--- src/rtl/adder_seq_ctrl.sv ---
// adder_seq_ctrl: multi-cycle WIDTH-bit add, one CHUNK-bit digit per cycle through an external adder slice
module adder_seq_ctrl #(
   parameter int WIDTH = 8,
   parameter int CHUNK = 2
) (
   input  logic             clk,
   input  logic             rst_n,
   input  logic             in_valid,
   output logic             in_ready,
   input  logic [WIDTH-1:0] a,
   input  logic [WIDTH-1:0] b,
   input  logic             cin,
   output logic             out_valid,
   input  logic             out_ready,
   output logic [WIDTH-1:0] sum,
   output logic             cout,
   output logic             busy,
   output logic [CHUNK-1:0] dp_a,
   output logic [CHUNK-1:0] dp_b,
   output logic             dp_ci,
   input  logic [CHUNK-1:0] dp_sum,
   input  logic             dp_co
);
   localparam int N  = WIDTH / CHUNK;
   localparam int CW = N > 1 ? $clog2(N) : 1;
   typedef enum logic [1:0] {IDLE, RUN, DONE} state_t;
   state_t           state_q;
   logic [WIDTH-1:0] a_sh_q, b_sh_q, sum_sh_q, sum_sh_d;
   logic             carry_q, cout_q;
   logic [CW-1:0]    cnt_q;
   logic             run;
   assign run       = state_q == RUN;
   assign sum_sh_d  = WIDTH'({dp_sum, sum_sh_q} >> CHUNK);
   assign in_ready  = state_q == IDLE;
   assign out_valid = state_q == DONE;
   assign busy      = state_q != IDLE;
   assign sum       = sum_sh_q;
   assign cout      = cout_q;
   assign dp_a      = run ? a_sh_q[CHUNK-1:0] : '0;
   assign dp_b      = run ? b_sh_q[CHUNK-1:0] : '0;
   assign dp_ci     = run & carry_q;
   always_ff @(posedge clk or negedge rst_n)
      if (!rst_n) begin
         state_q  <= IDLE;
         a_sh_q   <= '0;
         b_sh_q   <= '0;
         sum_sh_q <= '0;
         carry_q  <= 1'b0;
         cout_q   <= 1'b0;
         cnt_q    <= '0;
      end else
         case (state_q)
            IDLE: if (in_valid) begin
               a_sh_q  <= a;
               b_sh_q  <= b;
               carry_q <= cin;
               cnt_q   <= '0;
               state_q <= RUN;
            end
            RUN: begin
               // slice result for the current digit enters at the top of the sum shifter
               a_sh_q   <= a_sh_q >> CHUNK;
               b_sh_q   <= b_sh_q >> CHUNK;
               sum_sh_q <= sum_sh_d;
               carry_q  <= dp_co;
               cnt_q    <= cnt_q + CW'(1);
               if (cnt_q == CW'(N - 1)) begin
                  cout_q  <= dp_co;
                  state_q <= DONE;
               end
            end
            DONE: if (out_ready) state_q <= IDLE;
            default: state_q <= IDLE;
         endcase
endmodule

--- config.mk ---
export PLATFORM = sky130hd
export DESIGN_NAME = adder_seq_ctrl
export DESIGN_NICKNAME = d
export VERILOG_FILES = /design/src/rtl/adder_seq_ctrl.sv
export SDC_FILE = /design/constraint.sdc
export NUM_CORES = 1
export LEC_CHECK = 0
export BUFFER_PORTS_ARGS = -buffer_cell sky130_fd_sc_hd__buf_2
export CAP_MARGIN = 20
export CORE_MARGIN = 4
export CORE_UTILIZATION = 30
export CTS_CLUSTER_SIZE = 8
export DETAILED_ROUTE_END_ITERATION = 8
export PLACE_DENSITY = 0.59
export SETUP_SLACK_MARGIN = 0.1
export SLEW_MARGIN = 25
export SYNTH_ARGS = -nofsm -noshare
export SYNTH_HDL_FRONTEND = slang
export SYNTH_SLANG_ARGS = --single-unit
--- constraint.sdc ---
create_clock -name clk -period 1.2 [get_ports clk]
set_input_delay 0.12 -clock clk [delete_from_list [all_inputs] [get_ports clk]]
set_output_delay 0.12 -clock clk [all_outputs]
set_load 0.02 [all_outputs]
==> reports/results.ini, run 1 <==
[outcome]
violations=setup timing
status=complete, but fails checks

[timing]
skew_ps=7.08
drv_slew=0
rsz0062_at_grt=yes
fmax_mhz=725
hold_slack_ps=14.8
relSlewSlack_pct=78.6
finalSetupViolations=24
min_period_over_period_pct=115
hold_viol=0
worst_pin_slew_ps=321
fin_crit_ps=1380
final.setup.worst_slack_ps=-179

[synthesis]
synthAdderAreaFrac_pct=0.896
synth_top_family_by_area=simple AND/OR/NAND/NOR gates
synth_fp_nets=158
netlist_instances=133
yosysSeqAreaShare_pct=53.8
synthSimpleGateAreaFrac_pct=21.2
syn_area_per_cell_sq_um=10.5
synth_seq_cells=30
synth.distinct_cells=28
muxShareOfSynthArea_pct=0.806
yosys_warnings=0
synth-xor-area-share_pct=0
synth.cell_area_sq_um=1400
synth-compound-area-share_pct=17.9

[setup_path]
path_class=register to register
startpoint_type=register
endpoint_kind=register
crit_arrival_ps=1540
required_ps=1360
path_max_fanout=5

[place]
place_hpwl_um=2410
pre_cts_ws_ps=-38.6
place_congestion=0.731
io_buffers=40

[clock_network]
root_buffer=clkbuf_8
clkSlewWorstSetupHoldPaths_ps=70
h-tree-depth=2
clock_latency_ps=280
cts_tree=done
clk_path_buf_depth=2
cts_made_buffers=5
clock_sinks=30

[global_route]
grt_overflow=0
grt_pass1_wl_um=6230
grtUsageTotal_pct=13.3
grt_pass1_vias=1321
grt_max_degree=20
antenna_found_initial=0

[drt]
wl_per_cell_um=15.0
dr.pass1.iters=4
drt_iter0_drc=55
ant_nets=0
totalWireLength_um=3750
via_per_inst=4.97
drc_errors=0
vias=1247

[pwr]
p_leak_nw=1.06
clock_power_share_pct=13.2
vdd_drop_max_mv=1.46
p_sw_mw=2.41
swShare_pct=37.6
intPower_mw=3.99
combPwrFrac_pct=58.4
seqPwrFrac_pct=28.4
powerDensity_nw_per_um2=3010

[floorplanning]
die_w_um=76.2
pin_count=41
die_height_um=76.2
start_util_pct=31.4
rows=24
core_area_sq_um=4440
dieArea_sq_um=5810

[finish]
num-fill-cells=420
area_growth_pct=52.2
diodes=0
final_common_cell=buf_2
drive_gt1_share_pct=49.7
fin_nets=223
final_cell_mix=33 x buf_2, 29 x nand2_1, 29 x dfrtp_1, 16 x buf_6, 14 x o22a_1

[job]
maxCapViolations=0

[min_path]
hp-class=input pin to register

[metal layers]
metal  up-vias  wire [um]  GRT usage (%)  share of wire, %
met2        43       1780           21.6                47
met5         -          0              0                 0
li1        592          -              -                 -
met3         5        217           3.78               5.8
met1       607       1730           17.3                46
met4         0         30           3.80              0.80
[logic make-up (layout without fill, tap and decap cells)]
| logic type | count (synthesis) | in the layout |
|---|---|---|
| compound gates | 32 | 32 |
| fa+ha+maj | 1 | 1 |
| buf+inv | 11 | 77 |
| flops | 30 | 30 |
| mux | 1 | 1 |
| simple gates | 58 | 58 |
[cells in the mapped netlist]
cell       n  area (sq um)
nor2b_1    2          12.5
o21ai_0    6          30.0
nand2b_2   1          8.76
inv_2      1          3.75
buf_4      2          15.0
nand3_1    4          20.0
a22o_1     1          8.76
nand2b_1   3          18.8
buf_2      3          15.0
a22oi_1    4          30.0
nor2_4     2          22.5
a221o_1    1          10.0
nand3b_1   5          37.5
mux2_1     1          11.3
a32o_1     2          20.0
nand2_1   34           128
o221a_2    1          11.3
inv_1      2          7.51
o21ai_1    1          5.00
o21bai_1   1          7.51
nor2b_4    1          13.8
and2_1     5          31.3
ha_1       1          12.5
a21oi_1    1          5.00
nor2_1     1          3.75
buf_6      3          33.8
o22a_1    14           123
dfrtp_1   30           751
[final timing paths]
kind / start / end / slack [ps] / cells after the start
setup / recovery: state_q[0]$_DFFE_PN0P_ / a_sh_q[5]$_DFFE_PN0P_ / -180 / 4
hold / removal: out_ready / state_q[1]$_DFFE_PN0P_ / 10 / 2
setup reg to reg: state_q[0]$_DFFE_PN0P_ / a_sh_q[5]$_DFFE_PN0P_ / -180 / 4
hold reg to reg: sum[1]$_DFFE_PN0P_ / sum[1]$_DFFE_PN0P_ / 470 / 2
max in group asynchronous: rst_n / b_sh_q[6]$_DFFE_PN0P_ / 520 / 3
min in group asynchronous: rst_n / sum[0]$_DFFE_PN0P_ / 270 / 2
[state kept, by name, summed over array words and instances (netlist names)]
signal	cells
a_sh_q	8
b_sh_q	8
sum	8
cnt_q	2
state_q	2
carry_q	1
cout	1
[final cells by class]
cell class | instances | area [sq um] | share of cell area [%]
clock buffers | 7 | 86.3 | 4.06
clock inverters | 1 | 5.00 | 0.235
inverters | 3 | 18.8 | 0.883
multi-input cells | 92 | 666 | 31.3
flip-flops and latches | 30 | 752 | 35.4
well taps | 52 | 65.1 | 3.06
repair buffers | 66 | 533 | 25.1
[worst max-delay path, cell delays in order (launching register included)]
cell and delay [ps]:
dfrtp_1 410, nor2b_4 150, buf_4 130, bufbuf_16 260, a221o_1 310
[metrics by stage]
step                cells  TNS (ps)  power (mW)  cell area, sq um  util (%)
floorplan             133         0        3.66              1420         -
global placement      227      -129        4.36              1710      38.5
detailed placement    227      -248        4.40              1710      38.5
CTS                   248     -2520        6.12              2050      46.1
global route          251     -4930        6.83              2130      47.8
finish                251     -2790        6.40              2130      47.8
[timing repair]
| item | in CTS | in global routing |
|---|---|---|
| hold buffers | 1 | 0 |
| endpoints found under the hold margin | 11 | 0 |
| pin swaps | 1 | 10 |
| buffers inserted | 11 | 2 |
| gates resized for setup | 38 | 18 |
| endpoints found under the setup margin | 35 | 38 |
| cloned | 1 | 1 |
[power groups by stage]
stage	logic, mW	registers, mW	clock network (mW)
finish	3.74	1.82	0.843
global route	4.03	1.90	0.903
CTS	3.48	1.79	0.849
detailed placement	2.58	1.82	0
global placement	2.54	1.82	0
floorplan	1.77	1.89	0
Power figures use the tool's default switching activity.
==> inputs of run 2 (changes only) <==
CORE_UTILIZATION = 45   (was 30)
PLACE_DENSITY = 0.8   (was 0.59)
==> run 2 against run 1 <==
The run still ends with setup timing left; clock power up 29%; register-to-register slack about the same; die area down 30%; core utilization up 26 points; critical path depth unchanged; critical path type is now register to output port.
==> reports/results.ini, run 2 (synthesized netlist as in run 1, its figures left out) <==
[pwr]
p_leak_nw=1.06
vdd_drop_max_mv=1.61
powerDensity_nw_per_um2=3110

[drt]
drt_iter0_drc=51
vias=1250
totalWireLength_um=3990
dr.pass1.iters=4
drc_errors=0
via_per_inst=5.34
ant_nets=0
wl_per_cell_um=17.1

[clock_network]
cts_made_buffers=5
h-tree-depth=2
root_buffer=clkbuf_4
cts_tree=done
clk_path_buf_depth=2
clock_latency_ps=350
clock_sinks=30
clkSlewWorstSetupHoldPaths_ps=100

[setup_path]
crit_family=flip-flops
path_max_fanout=5
required_ps=1080
slowest_delay_ps=460
crit_arrival_ps=1370
cp_num_buf_inv=2
path_class=register to output port
endpoint_kind=output port
startpoint_type=register
crit_chain=nor2b_4 -> buf_12 -> and2_4 -> buf_6
critPathSlowestCell=dfrtp_2

[outcome]
violations=setup timing
status=complete, but fails checks

[place]
pre_cts_ws_ps=-30.7
place_congestion=0.793
place_hpwl_um=2430
placed_cell_area_sq_um=1700
io_buffers=40

[timing]
fin_crit_ps=1490
hold_slack_ps=21.0
hold_viol=0
final.setup.worst_slack_ps=-288
drv_slew=0
relSlewSlack_pct=74.2
min_period_over_period_pct=124
skew_ps=8.98
worst_pin_slew_ps=387
tns_ps=-2940
rsz0062_at_grt=yes
fmax_mhz=672
finalSetupViolations=26

[global_route]
grt_pass1_vias=1404
antenna_found_initial=0
grtUsageTotal_pct=21.1
grt_max_degree=31
grt_pass1_wl_um=6560
grt_overflow=0

[finish]
finalCoreUtilization_pct=74.3
stdcell_area_sq_um=2120
fin_nets=227
drive_gt1_share_pct=48.8
num-fill-cells=195
final_cell_mix=32 x nand2_1, 32 x buf_2, 29 x dfrtp_1, 17 x buf_6
diodes=0
area_growth_pct=51.7

[floorplanning]
dieArea_sq_um=4060
die_w_um=63.7
core_area_sq_um=2850
start_util_pct=48.9
die_height_um=63.7
rows=19
pin_count=41

[min_path]
hp-class=input pin to register

[job]
maxCapViolations=0

run 2: worst paths after layout:
kind	to	depth (start not counted)	slack [ps]	startpoint
min reg2reg	sum[0]$_DFFE_PN0P_	2	480	sum[0]$_DFFE_PN0P_
max reg2reg	a_sh_q[5]$_DFFE_PN0P_	5	-180	state_q[0]$_DFFE_PN0P_
min	a_sh_q[1]$_DFFE_PN0P_	3	20	a[1]
max	dp_b[1]	4	-290	state_q[1]$_DFFE_PN0P_
max in group asynchronous	state_q[1]$_DFFE_PN0P_	3	600	rst_n
min in group asynchronous	sum[4]$_DFFE_PN0P_	3	300	rst_n
run 2: cell type report:
cell class	count	area, sq um	share of cell area (%)
tap	31	38.8	1.83
timing repair buffer	69	532	25.1
clock inverter	2	60.1	2.84
inverter	3	16.3	0.768
multi-input combinational	93	668	31.5
sequential	30	752	35.5
clock buffer	6	51.3	2.42
run 2: routing by layer:
metal | global-route usage (%) | routed length, um | vias up
met3 | 6.93 | 212 | 10
met4 | 5.66 | 102 | 0
li1 | - | - | 605
met5 | 0 | 0 | -
met1 | 24.6 | 1650 | 588
met2 | 37.0 | 2020 | 47
run 2: worst min-delay path: stages:
cell      delay [ps]
buf_2             80
nand3b_1          70
nand3_1           80
run 2: per-stage QoR:
stage | power (mW) | std cells
floorplan | 3.66 | 133
global route | 7.00 | 234
detailed placement | 4.51 | 210
finish | 6.59 | 234
CTS | 6.29 | 228
global placement | 4.40 | 210
run 2: timing repair:
action | CTS | global route
hold endpoints to repair | 33 | 0
pin swaps | 8 | 19
setup endpoints to repair | 37 | 38
setup buffers | 6 | 8
gates cloned | 0 | 1
resized for setup | 43 | 13
hold buffers | 4 | 0
run 2: where the power goes:
part	internal [mW]	leakage [nW]	switching, mW	total (mW)
clock	0.705	0.0585	0.385	1.09
combinational	1.94	0.637	1.73	3.67
sequential	1.48	0.369	0.345	1.83
total	4.13	1.06	2.46	6.59
